[src/rtl/clk_step_ctrl_if.sv]
// Control/status bundle between the execution-rate controller and its host.
interface clk_step_ctrl_if;
    logic        run_sw;
    logic        rate_sel;
    logic        step_btn;
    logic        halt_req;
    logic        clr;
    logic        cpu_en;
    logic        out_clk;
    logic [1:0]  state;
    logic [31:0] inst_cnt;
    logic        trap;

    modport master (
        output run_sw, rate_sel, step_btn, halt_req, clr,
        input  cpu_en, out_clk, state, inst_cnt, trap
    );

    modport slave (
        input  run_sw, rate_sel, step_btn, halt_req, clr,
        output cpu_en, out_clk, state, inst_cnt, trap
    );
endinterface

[src/rtl/clk_step_ctrl.sv]
// Execution-rate controller: issues one-cycle cpu_en strobes from free-running
// dividers or a debounced step button, and blocks them while trapped.
module clk_step_ctrl #(
    parameter int unsigned DIV_SLOW   = 50000000,
    parameter int unsigned DIV_FAST   = 50000,
    parameter int unsigned DEB_CYCLES = 1000000
) (
    input logic            clk,
    input logic            rst,
    clk_step_ctrl_if.slave bus
);
    localparam int unsigned DIV_MAX = (DIV_SLOW > DIV_FAST) ? DIV_SLOW : DIV_FAST;
    localparam int unsigned DW      = $clog2(DIV_MAX);
    localparam int unsigned BW      = (DEB_CYCLES > 1) ? $clog2(DEB_CYCLES) : 1;
    localparam logic [DW-1:0] SLOW_LAST = DW'(DIV_SLOW - 1);
    localparam logic [DW-1:0] FAST_LAST = DW'(DIV_FAST - 1);
    localparam logic [BW-1:0] DEB_LAST  = BW'(DEB_CYCLES - 1);

    typedef enum logic [1:0] {
        ST_STEP = 2'd0,
        ST_RUN  = 2'd1,
        ST_TRAP = 2'd2
    } state_t;

    state_t        cur, nxt;
    logic          sync1, s2, db, db_prev;
    logic [BW-1:0] deb_cnt;
    logic          rate_q;
    logic [DW-1:0] div_cnt, div_nxt, div_last;
    logic          step_evt, rate_chg, strobe;
    logic          cpu_en_r, out_clk_r, trap_r;
    logic [31:0]   inst_cnt_r;

    // Button path runs in every state; only STEP consumes its events.
    always_ff @(posedge clk) begin
        if (!rst) begin
            sync1   <= 1'b0;
            s2      <= 1'b0;
            db      <= 1'b0;
            db_prev <= 1'b0;
            deb_cnt <= '0;
        end else begin
            sync1   <= bus.step_btn;
            s2      <= sync1;
            db_prev <= db;
            if (s2 == db) begin
                deb_cnt <= '0;
            end else if (deb_cnt == DEB_LAST) begin
                db      <= s2;
                deb_cnt <= '0;
            end else begin
                deb_cnt <= deb_cnt + BW'(1);
            end
        end
    end

    // Previous rate_sel is tracked even through reset so that leaving reset
    // never looks like a rate change.
    always_ff @(posedge clk) begin
        rate_q <= bus.rate_sel;
    end

    assign step_evt = db & ~db_prev;
    assign rate_chg = bus.rate_sel != rate_q;
    assign div_last = bus.rate_sel ? FAST_LAST : SLOW_LAST;

    always_ff @(posedge clk) begin
        if (!rst) cur <= ST_STEP;
        else      cur <= nxt;
    end

    always_comb begin
        nxt = cur;
        case (cur)
            ST_STEP: begin
                if (bus.halt_req)    nxt = ST_TRAP;
                else if (bus.run_sw) nxt = ST_RUN;
            end
            ST_RUN: begin
                if (bus.halt_req)     nxt = ST_TRAP;
                else if (!bus.run_sw) nxt = ST_STEP;
            end
            ST_TRAP: begin
                if (bus.clr) nxt = ST_STEP;
            end
            default: nxt = ST_STEP;
        endcase
    end

    // Divider only advances while RUN is undisturbed; any other path clears it.
    always_comb begin
        strobe  = 1'b0;
        div_nxt = '0;
        case (cur)
            ST_STEP: begin
                if (!bus.halt_req && !bus.run_sw) strobe = step_evt;
            end
            ST_RUN: begin
                if (!bus.halt_req && bus.run_sw && !rate_chg) begin
                    if (div_cnt == div_last) strobe = 1'b1;
                    else                     div_nxt = div_cnt + DW'(1);
                end
            end
            default: ;
        endcase
    end

    always_ff @(posedge clk) begin
        if (!rst) begin
            cpu_en_r   <= 1'b0;
            out_clk_r  <= 1'b0;
            inst_cnt_r <= '0;
            trap_r     <= 1'b0;
            div_cnt    <= '0;
        end else begin
            cpu_en_r <= strobe;
            div_cnt  <= div_nxt;
            trap_r   <= (nxt == ST_TRAP);
            if (strobe) begin
                inst_cnt_r <= inst_cnt_r + 32'd1;
                out_clk_r  <= ~out_clk_r;
            end
        end
    end

    assign bus.cpu_en   = cpu_en_r;
    assign bus.out_clk  = out_clk_r;
    assign bus.inst_cnt = inst_cnt_r;
    assign bus.trap     = trap_r;
    assign bus.state    = cur;
endmodule

[src/flat_wrapper.sv]
// flat-port wrapper written by rule: the top's interface ports become plain ports
module clk_step_ctrl_flat 
#(
    parameter int unsigned DIV_SLOW   = 50000000,
    parameter int unsigned DIV_FAST   = 50000,
    parameter int unsigned DEB_CYCLES = 1000000
)
  (clk, rst, bus_run_sw, bus_rate_sel, bus_step_btn, bus_halt_req, bus_clr, bus_cpu_en, bus_out_clk, bus_state, bus_inst_cnt, bus_trap);
  clk_step_ctrl_if bus_i ();
  input logic clk;
  input logic rst;
  input wire logic [$bits(bus_i.run_sw)-1:0] bus_run_sw;
  input wire logic [$bits(bus_i.rate_sel)-1:0] bus_rate_sel;
  input wire logic [$bits(bus_i.step_btn)-1:0] bus_step_btn;
  input wire logic [$bits(bus_i.halt_req)-1:0] bus_halt_req;
  input wire logic [$bits(bus_i.clr)-1:0] bus_clr;
  output wire logic [$bits(bus_i.cpu_en)-1:0] bus_cpu_en;
  output wire logic [$bits(bus_i.out_clk)-1:0] bus_out_clk;
  output wire logic [$bits(bus_i.state)-1:0] bus_state;
  output wire logic [$bits(bus_i.inst_cnt)-1:0] bus_inst_cnt;
  output wire logic [$bits(bus_i.trap)-1:0] bus_trap;
  assign bus_i.run_sw = bus_run_sw;
  assign bus_i.rate_sel = bus_rate_sel;
  assign bus_i.step_btn = bus_step_btn;
  assign bus_i.halt_req = bus_halt_req;
  assign bus_i.clr = bus_clr;
  assign bus_cpu_en = bus_i.cpu_en;
  assign bus_out_clk = bus_i.out_clk;
  assign bus_state = bus_i.state;
  assign bus_inst_cnt = bus_i.inst_cnt;
  assign bus_trap = bus_i.trap;
  clk_step_ctrl #(.DIV_SLOW(DIV_SLOW), .DIV_FAST(DIV_FAST), .DEB_CYCLES(DEB_CYCLES)) u_core (.clk(clk), .rst(rst), .bus(bus_i));
endmodule
[config.mk]
export PLATFORM = sky130hd
export DESIGN_NAME = clk_step_ctrl_flat
export DESIGN_NICKNAME = d
export VERILOG_FILES = /design/src/rtl/clk_step_ctrl_if.sv /design/src/rtl/clk_step_ctrl.sv /design/src/flat_wrapper.sv
export SDC_FILE = /design/constraint.sdc
export NUM_CORES = 1
export LEC_CHECK = 0
export CAP_MARGIN = 20
export CORE_ASPECT_RATIO = 0.6
export CORE_MARGIN = 2
export CORE_UTILIZATION = 55
export DETAILED_ROUTE_END_ITERATION = 8
export PLACE_DENSITY_LB_ADDON = 0.1
export SLEW_MARGIN = 15
export SYNTH_ARGS = -nofsm -noshare
export SYNTH_HDL_FRONTEND = slang
export SYNTH_SLANG_ARGS = --single-unit
[constraint.sdc]
create_clock -name clk -period 3.25 [get_ports clk]
set_input_delay 0.65 -clock clk [delete_from_list [all_inputs] [get_ports clk]]
set_output_delay 0.65 -clock clk [all_outputs]
set_load 0.1 [all_outputs]
==> results, run 1 <==
- The run finished, with violations left.
- The final reports fail on DRC.
- In this run, distinct cell masters in the synthesized netlist total 39.
- The type of element launching the critical path is a primary input.
- The detailed router finished its first iteration with roughly 410 violations.
- The tightest min-delay check is of the reg -> reg type.
- The floorplan die area is ~7900 µm².
- The final critical-path setup slack is 572 ps.
- The initial antenna violation count is 0.
- The placed instances occupy a cell area of between 4000 and 5000 µm².
- The tool flagged a number of max-cap violations equal to 0.
- The post-route cell area is 4650 µm².
- For the worst flop-to-flop path, the logic depth is 7.
- The total detailed-routing wirelength is just under 9000 µm.
- Dividing total power by cell area gives a power density of ~450 nW/µm².
- Along the worst hold path, the cell count comes to 1.
- The actual transition at the worst max-transition pin is 639 ps.
- The layout has 557 filler cells.
- Counting both buffers and inverters, the worst setup path holds a total of 1.
- Summing over every cut layer, the via total after detailed routing is roughly 3500.
- The max-slew violation count was 0.
- The die is between 60 and 70 µm tall.
- In this run the register-to-register setup slack is between 600 and 700 ps.
- The endpoint required time on the critical path is 3510 ps.
- The longest clock path from root to sink contains 2 buffers.
- The reg-to-reg startpoint is u_core.div_cnt[0].
- The placer congestion estimate is around 0.9.
- In the post-synthesis netlist, the biggest area contributors are sky130_fd_sc_hd__dfxtp_1 (45%), sky130_fd_sc_hd__nor2_1 (6.2%), sky130_fd_sc_hd__xor2_1 (5.8%).
- The post-detailed-placement half-perimeter wirelength is 6100 µm.
- The kind of cell with the highest combined delay along the critical path is simple AND/OR/NAND/NOR gates.
- The worst flop-to-flop path endpoint is u_core.bus.inst_cnt[30].
- The number of placement rows is 23.
- Counting every instance in the synthesized netlist gives around 450.
- The peak clock frequency supported by timing is roughly 370 MHz.
- The effective utilization at floorplan is approximately three fifths.
- Summed over all failing endpoints, the final setup total negative slack is 0 ps.
- The first global-routing pass estimated 14800 µm of wire.
- The time the final worst path needs with I/O delays and setup is between 2000 and 3000 ps.
- The worst setup path category is in -> reg.
- The net count of the finished layout is just over 500.
- The destination of the worst hold path is u_core.s2.
- The first detailed-routing pass took 7 iterations.
- Along the worst path, the maximum fanout reaches 63.
- The synthesized design devotes to its leading area cell type between 40% and 50% of total area.
- The total number of H-tree levels is 3.
- Yosys printed 0 warnings.
- The count of nets left with antenna violations once routing finished came out at 0.
- The worst-case clock skew is around 5.7 ps.
- The core region is 6790 µm².
- For this run, the slowest stage of the critical path takes between 500 and 600 ps.
- The synthesized flop and latch total is between 80 and 90.
- The CTS sink count is 88.
- The tightest hold path in the finished design has a slack of 457 ps.
- The fraction of the yosys area taken by sequential cells is around 45%.
- After clock tree synthesis, the clock-pin slew on the worst setup and hold paths is ~60 ps.
- The residual overflow from global routing is 0.
- The number of failing setup endpoints in the final timing report is 0.
- The die span in x is 113 µm.
- The number of nets in the synthesized netlist is ~460.
- The launch point of the worst hold path is u_core.sync1.
- In this run the static leakage power is ~0.0015 µW.
- Setup repair after global routing left no endpoint under its margin.
- The worst ir drop on vdd is between 300 and 400 µV.
- Entering global routing, the biggest net connects 64 pins.
- The critical path goes through clkdlybuf4s50_1 -> nor4bb_1 -> o221ai_2 -> o2bb2a_4 -> or4_1 -> a21oi_1.
- sky130_fd_sc_hd__dfxtp_1 takes more of the synthesized area than any other cell.
- The average cell area after synthesis is approximately 8.7 µm².
- The count of inserted antenna diode cells is 0.
- The clock root buffer is sky130_fd_sc_hd__clkbuf_16.
- The via count of the first global-routing pass is 3158.
- The capturing element type of the critical path is a register.
- The mapped netlist covers about 3900 µm².
- The per-cell routed wire length is ~15 µm.
- The data arrival time of the critical path is between 2000 and 3000 ps.
- The slowest cell on the critical path is sky130_fd_sc_hd__clkdlybuf4s50_1.
- The final count of hold timing violations is 0.
- The share of cells above drive strength 1 is between 10 and 15%.
- TritonCTS built the clock tree.
- The total of hold buffers inserted after clock tree synthesis is 0.
- The signed area change from the synthesized netlist to the final layout is 17.9%.
- Clock latency on the worst-skew pair, taken at its later pin, is between 300 and 400 ps.
- The post-CTS setup repair buffer count is 0.
- 44 I/O pins were placed.
- The number of remaining DRC errors is 1.
- Counting the buffers created by CTS gives 9.
- The combined global-route utilization of all metal layers is a little under a quarter.
- In this run the tightest slew margin relative to its limit is between 50% and 60%.
- The worst path uses between 80% and 90% of the clock period.
- Summing internal, switching and leakage power gives around 2100 µW.
- The placement-stage worst setup slack is between 200 and 250 ps.
- Once the clock tree was built, the resizer swapped 0 gates to a different size.
- The count of port buffers added during placement is between 40 and 50.
- In the routed layout, each cell is associated on average with a via count of 5.91.
## sequential cells by signal, summed over array words and instances, names as in the netlist
register             flops
u_core.bus.cpu_en        1
u_core.s2                1
u_core.bus.trap          1
u_core.db_prev           1
u_core.db                1
u_core.sync1             1
u_core.bus.out_clk       1
u_core.bus.inst_cnt     32
u_core.rate_q            1
u_core.bus.state         2
u_core.div_cnt          26
u_core.deb_cnt          20
## kinds of logic after synthesis
logic type | Yosys count | synth area share [%]
AND/OR/NAND/NOR | 224 | 30.7
flip-flops | 88 | 44.7
AO/OA/AOI/OAI | 64 | 10.0
XOR/XNOR | 44 | 9.78
buffers and inverters | 24 | 2.86
multiplexers | 4 | 1.02
adder cells (fa/ha/maj) | 3 | 0.953
## Yosys cell counts
master	instances
sky130_fd_sc_hd__nand4_1	21
sky130_fd_sc_hd__nand2b_1	2
sky130_fd_sc_hd__and4b_1	1
sky130_fd_sc_hd__or4b_1	5
sky130_fd_sc_hd__o21a_1	1
sky130_fd_sc_hd__or2_2	1
sky130_fd_sc_hd__nor3_1	6
sky130_fd_sc_hd__and3_1	15
sky130_fd_sc_hd__inv_2	1
sky130_fd_sc_hd__ha_1	3
sky130_fd_sc_hd__a21oi_1	30
sky130_fd_sc_hd__nor2b_1	2
sky130_fd_sc_hd__nor4b_1	3
sky130_fd_sc_hd__xnor2_1	18
sky130_fd_sc_hd__buf_1	1
sky130_fd_sc_hd__buf_6	3
sky130_fd_sc_hd__dfxtp_1	88
sky130_fd_sc_hd__o221ai_2	1
sky130_fd_sc_hd__nand4b_1	2
sky130_fd_sc_hd__nand3b_1	2
sky130_fd_sc_hd__nor4_2	1
sky130_fd_sc_hd__and4_1	5
sky130_fd_sc_hd__nand3_1	19
sky130_fd_sc_hd__nor4_1	6
sky130_fd_sc_hd__or4_1	18
sky130_fd_sc_hd__clkbuf_1	13
sky130_fd_sc_hd__xor2_1	26
sky130_fd_sc_hd__o31a_1	1
sky130_fd_sc_hd__o31ai_1	17
sky130_fd_sc_hd__nor2_1	65
sky130_fd_sc_hd__or3_1	11
sky130_fd_sc_hd__nor3b_1	1
sky130_fd_sc_hd__mux2i_1	4
sky130_fd_sc_hd__and2_1	4
sky130_fd_sc_hd__inv_1	6
sky130_fd_sc_hd__o21ai_0	13
sky130_fd_sc_hd__nand2_1	33
sky130_fd_sc_hd__o2bb2a_4	1
sky130_fd_sc_hd__nor4bb_1	1
## cell type report
type | instances | area, µm² | area share (%)
clock buffers | 12 | 256 | 5.52
multi-input cells | 339 | 2070 | 44.5
clock inverters | 4 | 28.8 | 0.619
repair buffers | 51 | 398 | 8.56
flip-flops and latches | 88 | 1760 | 37.9
inverters | 7 | 26.3 | 0.566
well taps | 87 | 109 | 2.34
## layout by cell type, fill, tap and decap left out, types with 9 or more instances in the layout
| cell | n |
|---|---|
| sky130_fd_sc_hd__dfxtp_1 | 88 |
| sky130_fd_sc_hd__xnor2_1 | 18 |
| sky130_fd_sc_hd__nand2_1 | 33 |
| sky130_fd_sc_hd__o31ai_1 | 17 |
| sky130_fd_sc_hd__or3_1 | 11 |
| sky130_fd_sc_hd__clkbuf_16 | 9 |
| sky130_fd_sc_hd__o21ai_0 | 13 |
| sky130_fd_sc_hd__a21oi_1 | 30 |
| sky130_fd_sc_hd__xor2_1 | 26 |
| sky130_fd_sc_hd__buf_4 | 45 |
| sky130_fd_sc_hd__nand3_1 | 19 |
| sky130_fd_sc_hd__and3_1 | 15 |
| sky130_fd_sc_hd__nand4_1 | 21 |
| sky130_fd_sc_hd__nor2_1 | 65 |
| sky130_fd_sc_hd__or4_1 | 18 |
## layer usage
layer	vias to the layer above	GRT usage, %	share of wire, %
met5	-	0	0
met4	0	7.72	1.2
met3	13	5.94	4.7
met2	92	33.3	43
met1	1649	33.5	51
li1	1721	-	-
## worst max path at each step
stage	start	end	slack [ps]	cells after the start
2_1_floorplan	u_core.bus.inst_cnt[7]	u_core.bus.inst_cnt[26]	370	5
3_3_place_gp	bus_rate_sel	u_core.bus.inst_cnt[22]	340	6
3_5_place_dp	bus_rate_sel	u_core.bus.inst_cnt[30]	240	6
4_1_cts	bus_rate_sel	u_core.bus.inst_cnt[30]	610	6
5_1_grt	bus_rate_sel	u_core.bus.inst_cnt[8]	430	6
6_report	bus_rate_sel	u_core.bus.inst_cnt[30]	570	6
## where the power goes
part / internal [µW] / switching [µW]
Clock: 560 / 410
Combinational: 16.2 / 36.3
Sequential: 1080 / 3.26
## through the flow
step                      utilization (%)  std cells
after floorplan                         -        451
after global placement               64.2        572
after detailed placement             64.2        572
after CTS                            68.4        588
after global routing                 68.4        588
final                                68.4        588
Note: power is estimated with default switching activity, not from simulation.
==> run 2: changes to the inputs <==
==> constraint.sdc (replaced) <==
create_clock -name clk -period 2.65 [get_ports clk]
set_input_delay 0.53 -clock clk [delete_from_list [all_inputs] [get_ports clk]]
set_output_delay 0.53 -clock clk [all_outputs]
set_load 0.1 [all_outputs]
==> run 2 against run 1 <==
  * The flow still finishes with violations (DRC)
  * Flip-flop and latch count did not move
  * Non-clock buffer count grew 5
  * Combinational power increased by 20%
  * Global-route usage grew 0.70 points
  * Clock skew is 0.74 ps lower
  * Setup slack got worse by 400 ps
  * First-iteration DRC count down 15%
  * Critical endpoint is now u_core.bus.inst_cnt[4]
  * Largest cell class unchanged
==> results, run 2 (synthesized netlist as in run 1, its figures left out) <==
- The met1 capacity usage during global routing is 35.7% (was 33.5%).
- Leading cell types in the layout, fill and taps excluded: sky130_fd_sc_hd__dfxtp_1 (80), sky130_fd_sc_hd__nor2_1 (65), sky130_fd_sc_hd__buf_4 (50) (was sky130_fd_sc_hd__dfxtp_1 (88), sky130_fd_sc_hd__nor2_1 (65), sky130_fd_sc_hd__buf_4 (45)).
- The post-CTS setup repair buffer count is 0 (unchanged).
- The floorplan core area is 6790 µm² (unchanged).
- The endpoint required time on the critical path came to 2920 ps (was 3510 ps).
- The final count of hold timing violations is 0 (unchanged).
- The maximum buffer depth of the clock tree came to 2 (unchanged).
- The placer congestion estimate is 0.861 (was 0.899).
- The final-layout setup total negative slack was 0 ps (unchanged).
- The post-route cell area was 4770 µm² (was 4650 µm²).
- Of the available clock period, the critical path in the final layout requires 93.4%.
- The met3 track demand over resource in global routing is 7.43% (was 5.94%).
- The clock root buffer is sky130_fd_sc_hd__clkbuf_16 (unchanged).
- The residual overflow from global routing is 0 (unchanged).
- The critical-path maximum fanout is 46 (was 63).
- The iteration count of the initial detailed-routing pass came to 7 (unchanged).
- The type of element launching the critical path is a register (was primary input).
- The max-capacitance violation count was 0 (unchanged).
- The combined global-route utilization of all metal layers is 23.8% (was 23.1%).
- The effective utilization at floorplan is 58.0% (unchanged).
- The worst ir drop on vdd came to 521 µV (was 398 µV).
- The most common cell after layout, fill and taps aside is sky130_fd_sc_hd__dfxtp_1 (unchanged).
- The remaining number of nets flagged by the antenna check after routing was 0 (unchanged).
- The wire length of the first global-routing pass was 15000 µm (was 14800 µm).
- The number of standard cells in the final layout excluding fillers is 593 (was 588).
- The switching fraction of total power was 19.2% (was 21.3%).
- The static leakage power is 0.00161 µW (was 0.00154 µW).
- The worst slew margin relative to its limit is 57.2% (was 57.3%).
- The CTS sink count is 88 (unchanged).
- The CTS tree was done (unchanged).
- The worst-case clock skew is 4.98 ps (was 5.71 ps).
- The signed area change from the synthesized netlist to the final layout came to 21.1% (was 17.9%).
- The number of remaining DRC errors was 2 (was 1).
- The capturing element type of the critical path is a register (unchanged).
- The final core utilization is 70.3% (was 68.4%).
- The detailed-route via count is 3406 (was 3475).
- The count of nets after finishing is 511 (was 506).
- The maximum single-stage delay on the critical path is 540 ps (was 570 ps).
- RSZ-0062 raised after global routing: false (unchanged).
- The flip-flop count of the largest register after layout is 32 (unchanged).
- The per-cell routed wire length was 14.9 µm (was 15.2 µm).
- The total detailed-routing wirelength is 8830 µm (was 8930 µm).
- The I/O pin count is 44 (unchanged).
- The filler cell count in the final layout is 531 (was 557).
- The die span in x was 113 µm (unchanged).
- Cell Chain, Critical Path: or4b_1 -> nor4_2 -> o221ai_2 -> o2bb2a_4 -> buf_4 -> or3_1 -> a21oi_1 (was clkdlybuf4s50_1 -> nor4bb_1 -> o221ai_2 -> o2bb2a_4 -> or4_1 -> a21oi_1).
- The worst setup path category is reg -> reg (was in -> reg).
- The actual transition at the worst max-transition pin came to 642 ps (was 639 ps).
- The die height is 69.6 µm (unchanged).
- The total of hold buffers inserted after clock tree synthesis is 0 (unchanged).
- The count of port buffers added during placement came to 43 (unchanged).
- The max-slew violation count came to 0 (unchanged).
- The met2 capacity usage during global routing is 32.7% (was 33.3%).
- The power density over cell area is 609 nW/µm² (was 454 nW/µm²).
- The largest net degree at the start of global routing is 47 (was 64).
- The placement-stage worst setup slack was -115 ps (was 239 ps).
- The reg-to-reg startpoint is u_core.div_cnt[18] (was u_core.div_cnt[0]).
- The portion of total power attributed to sequential cells is 45.8% (was 51.5%).
- The floorplan die area came to 7880 µm² (unchanged).
- The slowest cell on the critical path is sky130_fd_sc_hd__or4b_1 (was sky130_fd_sc_hd__clkdlybuf4s50_1).
- The net switching power of the design came to 559 µW (was 450 µW).
- The data arrival time of the critical path was 2750 ps (was 2940 ps).
- The clock latency reported for the late side of the worst-skew pair came to 340 ps (about the same).
- The internal portion of total power was 2350 µW (was 1660 µW).
- The peak clock frequency supported by timing is slightly above 400 MHz.
- The placement-stage cell area is 4410 µm² (was 4360 µm²).
- The global routing's busiest layer is met1 (unchanged).
- The worst min-delay path category is reg -> reg (unchanged).
- The time the final worst path needs with I/O delays and setup is between 2000 and 2500 ps.
- The post-detailed-placement half-perimeter wirelength is 6050 µm (was 6100 µm).
- The number of placement rows is 23 (unchanged).
- The number of instances resized during post-cts repair is 0 (unchanged).
- Result of the run: complete, but fails checks (unchanged).
- The share of power burned in combinational logic is 2.2% (was 2.5%).
- The total clock buffers created by CTS came to 9 (unchanged).
- The launch point of the worst path was u_core.div_cnt[18] (was bus_rate_sel).
- The launch point of the worst hold path is u_core.sync1 (unchanged).
- The clock share of power is 52.0% (was 46.0%).
- The via count of the first global-routing pass is 3078 (was 3158).
- The count of routing violations after the opening detailed-route iteration is 347 (was 409).
- The final critical-path setup slack came to 174 ps (was 572 ps).
- The total number of H-tree levels was 3 (unchanged).
- The ratio of routed vias to standard cells was 5.74 (was 5.91).
- The number of failing setup endpoints in the final timing report is 0 (unchanged).
- The clock edge transition at the registers on the reported setup and hold paths is 60 ps (about the same).
- The placed cell count is 577 (was 572).
- The initial antenna violation count is 0 (unchanged).
- The share of cells above drive strength 1 is 15.6% (was 13.0%).
- Failing checks: DRC (unchanged).
- The count of inserted antenna diode cells is 0 (unchanged).
run 2: worst paths after layout:
path	cells past startpoint	endpoint	slack, ps
worst max-delay path	7	u_core.bus.inst_cnt[4]	170
worst min-delay path	1	u_core.s2	440
worst max register to register	7	u_core.bus.inst_cnt[4]	170
worst min register to register	1	u_core.s2	440
run 2: layer usage:
layer  vias up  wire [µm]
met1      1576       4510
met3        10        507
met2        80       3740
met5         -          0
li1       1740          -
met4         0         78
run 2: power by group through the flow:
stage          registers [µW]  clock network, µW  logic, µW
2_1_floorplan            1380                  0       18.7
3_3_place_gp             1360                  0       63.0
3_5_place_dp             1360                  0       63.2
4_1_cts                  1330               1530       63.5
5_1_grt                  1330               1590       67.4
6_report                 1330               1510       62.9
run 2: cell type report:
class	instances	area [µm²]	share of cell area (%)
clock buffers	12	267	5.58
clock inverters	4	98.8	2.07
inverters	7	26.3	0.550
multi-input cells	339	2070	43.3
flip-flops and latches	88	1770	37.1
well taps	87	109	2.28
repair buffers	56	435	9.12
run 2: metrics by stage:
stage / hold slack [ps] / power, µW
CTS: 436 / 2920
global route: 466 / 2990
floorplan: 412 / 1400
detailed placement: 421 / 1420
global placement: 419 / 1420
finish: 435 / 2910
run 2: critical path: cells and delay by family, from the launching register on:
kind                   cells  cell delay (ps)
AO/OA/AOI/OAI              3              650
AND/OR/NAND/NOR            3             1170
flip-flops                 1              340
buffers and inverters      1              240
==> run 3: changes to the inputs <==
--- a/config.mk
+++ b/config.mk
@@ -10,8 +10,9 @@
 export CORE_MARGIN = 2
 export CORE_UTILIZATION = 55
 export DETAILED_ROUTE_END_ITERATION = 8
+export DONT_BUFFER_PORTS = 1
+export GPL_ROUTABILITY_DRIVEN = 0
 export PLACE_DENSITY_LB_ADDON = 0.1
-export SLEW_MARGIN = 15
 export SYNTH_ARGS = -nofsm -noshare
 export SYNTH_HDL_FRONTEND = slang
 export SYNTH_SLANG_ARGS = --single-unit
==> run 3 against run 2 <==
  * The run still ends with DRC left
  * Register-to-register slack got worse by 80 ps
  * Non-clock buffer count fell by 16
  * Flip-flop and latch count did not move
  * Via count rose by 0.47%
  * Critical path type unchanged
  * Clock skew barely moved
  * First-iteration DRC count rose by 7.8%
==> results, run 3 (synthesized netlist as in run 1, its figures left out) <==
- The capturing element type of the critical path is a register (unchanged).
- Leading cell types in the layout, fill and taps excluded: sky130_fd_sc_hd__dfxtp_1 (80), sky130_fd_sc_hd__nor2_1 (65), sky130_fd_sc_hd__buf_4 (40) (was sky130_fd_sc_hd__dfxtp_1 (80), sky130_fd_sc_hd__nor2_1 (65), sky130_fd_sc_hd__buf_4 (50)).
- The number of standard cells in the final layout excluding fillers came to 575 (was 593).
- The slowest cell on the critical path is sky130_fd_sc_hd__or4b_1 (unchanged).
- The per-cell routed wire length is 15.8 µm (was 14.9 µm).
- The total of hold buffers inserted after clock tree synthesis is 0 (unchanged).
- The post-CTS setup repair buffer count is 0 (unchanged).
- The placed cell count is 561 (was 577).
- The count of nets after finishing is 496 (was 511).
- The total number of H-tree levels is 3 (unchanged).
- The CTS sink count came to 88 (unchanged).
- The share of cells above drive strength 1 is 13.5% (was 15.6%).
- The most common cell after layout, fill and taps aside is sky130_fd_sc_hd__dfxtp_1 (unchanged).
- The filler cell count in the final layout is 581 (was 531).
- The initial antenna violation count is 0 (unchanged).
- The largest net degree at the start of global routing is 64 (was 47).
- The count of routing violations after the opening detailed-route iteration is 374 (was 347).
- The worst slew margin relative to its limit came to 31.8% (was 57.2%).
- The maximum single-stage delay on the critical path came to 560 ps (was 540 ps).
- The area of the multi-input gates is 2080 µm² (was 2070 µm²).
- The combined global-route utilization of all metal layers is 23.3% (was 23.8%).
- RSZ-0062 raised after global routing: true (was false).
- Failing checks: DRC (unchanged).
- The total detailed-routing wirelength is 9070 µm (was 8830 µm).
- The gate family responsible for the most delay along the worst path is simple AND/OR/NAND/NOR gates (unchanged).
- The floorplan core area is 6790 µm² (unchanged).
- Result of the run: complete, but fails checks (unchanged).
- The max-capacitance violation count is 0 (unchanged).
- The ratio of routed vias to standard cells is 5.95 (was 5.74).
- The launch point of the worst path is u_core.div_cnt[18] (unchanged).
- The detailed-route via count is 3422 (was 3406).
- The critical-path maximum fanout is 32 (was 46).
- The depth of the most critical reg-to-reg path is 6 (was 7).
- The register area is 1770 µm² (unchanged).
- The residual overflow from global routing is 0 (unchanged).
- The power density over cell area came to 553 nW/µm² (was 609 nW/µm²).
- The worst path buffer plus inverter count is 0 (was 1).
- The worst flop-to-flop path endpoint was u_core.bus.inst_cnt[27] (was u_core.bus.inst_cnt[4]).
- The clock latency reported for the late side of the worst-skew pair is 330 ps (was 340 ps).
- The count of port buffers added during placement was 0 (was 43).
- The worst hold slack after final layout came to 223 ps (was 435 ps).
- The final clock period utilization by the worst path was 96.3% (was 93.4%).
- The worst min-delay path category is in -> reg (was reg -> reg).
- The reg-to-reg startpoint is u_core.div_cnt[18] (unchanged).
- The total power is 2510 µW (was 2910 µW).
- The wire length of the first global-routing pass is 14800 µm (was 15000 µm).
- The max-slew violation count is 0 (unchanged).
- The number of placement rows came to 23 (unchanged).
- The number of instances resized during post-cts repair came to 0 (unchanged).
- The clock root buffer is sky130_fd_sc_hd__clkbuf_16 (unchanged).
- The via count of the first global-routing pass is 3121 (was 3078).
- The actual transition at the worst max-transition pin was 1020 ps (was 642 ps).
- The critical path depth in cells came to 6 (was 7).
- The worst setup slack for register-to-register paths was 100 ps (was 170 ps).
- The type of element launching the critical path was a register (unchanged).
- The worst ir drop on vdd came to 430 µV (was 521 µV).
- The I/O pin count was 44 (unchanged).
- The data arrival time of the critical path was 2810 ps (was 2750 ps).
- The CTS tree is done (unchanged).
- The iteration count of the initial detailed-routing pass is 7 (unchanged).
- The time the final worst path needs with I/O delays and setup is 2550 ps (was 2480 ps).
- The flip-flop count of the largest register after layout was 32 (unchanged).
- The signed area change from the synthesized netlist to the final layout is 15.4% (was 21.1%).
- The final count of hold timing violations came to 0 (unchanged).
- The worst setup path category was reg -> reg (unchanged).
- The number of remaining DRC errors is 2 (unchanged).
- The post-detailed-placement half-perimeter wirelength is 6150 µm (was 6050 µm).
- The maximum buffer depth of the clock tree came to 2 (unchanged).
- The static leakage power is 0.00149 µW (was 0.00161 µW).
- The die span in x was 113 µm (unchanged).
- The clock edge transition at the registers on the reported setup and hold paths is 60 ps (about the same).
- The timing endpoint of the critical path is u_core.bus.inst_cnt[27] (was u_core.bus.inst_cnt[4]).
- Cell Chain, Critical Path: or4b_1 -> nor4_2 -> o221ai_2 -> o2bb2a_4 -> or4_1 -> a21oi_1 (was or4b_1 -> nor4_2 -> o221ai_2 -> o2bb2a_4 -> buf_4 -> or3_1 -> a21oi_1).
- The worst-case clock skew is 5.41 ps (was 4.98 ps).
- The number of failing setup endpoints in the final timing report came to 0 (unchanged).
- The die height is 69.6 µm (unchanged).
- The floorplan die area is 7880 µm² (unchanged).
- The total clock buffers created by CTS is 9 (unchanged).
- The number of instances on the worst hold path was 0 (was 1).
- The remaining number of nets flagged by the antenna check after routing is 0 (unchanged).
- The count of inserted antenna diode cells is 0 (unchanged).
- The effective utilization at floorplan is 58.0% (unchanged).
- The peak clock frequency supported by timing is 392 MHz (was 404 MHz).
- The endpoint required time on the critical path came to 2910 ps (was 2920 ps).
-- run 3: cell count changes in the layout (fill, tap and decap cells not counted), sizes merged --
cell / change
clkdlybuf4s50: -6
o2bb2a: +1
buf: -10
bufinv: -3
-- run 3: worst min path at each step --
stage,start,endpoint,slack (ps)
after global placement,u_core.sync1,u_core.s2,420
final,bus_rate_sel,u_core.rate_q,220
after detailed placement,u_core.sync1,u_core.s2,430
after CTS,bus_rate_sel,u_core.rate_q,210
after global routing,bus_rate_sel,u_core.rate_q,210
after floorplan,u_core.sync1,u_core.s2,410
-- run 3: metal layers --
metal / up-vias / track usage (%) / share of wire (%)
li1: 1694 / - / -
met1: 1614 / 33.1 / 50
met2: 105 / 34.1 / 42
met3: 9 / 6.82 / 6.7
met4: 0 / 7.32 / 0.92
met5: - / 0 / 0
-- run 3: layout make-up --
| class | count | share of cell area, % |
|---|---|---|
| Clock inverter | 1 | 0.110 |
| Multi-Input combinational cell | 340 | 45.7 |
| Sequential cell | 88 | 39.0 |
| Inverter | 7 | 0.578 |
| Timing Repair Buffer | 40 | 6.61 |
| Clock buffer | 12 | 5.64 |
| Tap cell | 87 | 2.39 |
-- run 3: through the flow --
step | TNS [ps] | utilization, % | instance area (µm²) | worst slack, ps
3_3_place_gp | 0 | 62.9 | 4270 | 194
6_report | 0 | 66.9 | 4550 | 98.2
5_1_grt | -2.62 | 66.9 | 4550 | -2.62
4_1_cts | 0 | 66.8 | 4530 | 43.2
3_5_place_dp | 0 | 62.9 | 4270 | 72.6
2_1_floorplan | 0 | - | 3950 | 40.1
-- run 3: report_power, final --
part	internal [µW]	switching, µW	total [µW]
combinational	9.38	30.8	40.2
sequential	1330	11.1	1340
clock	669	464	1130
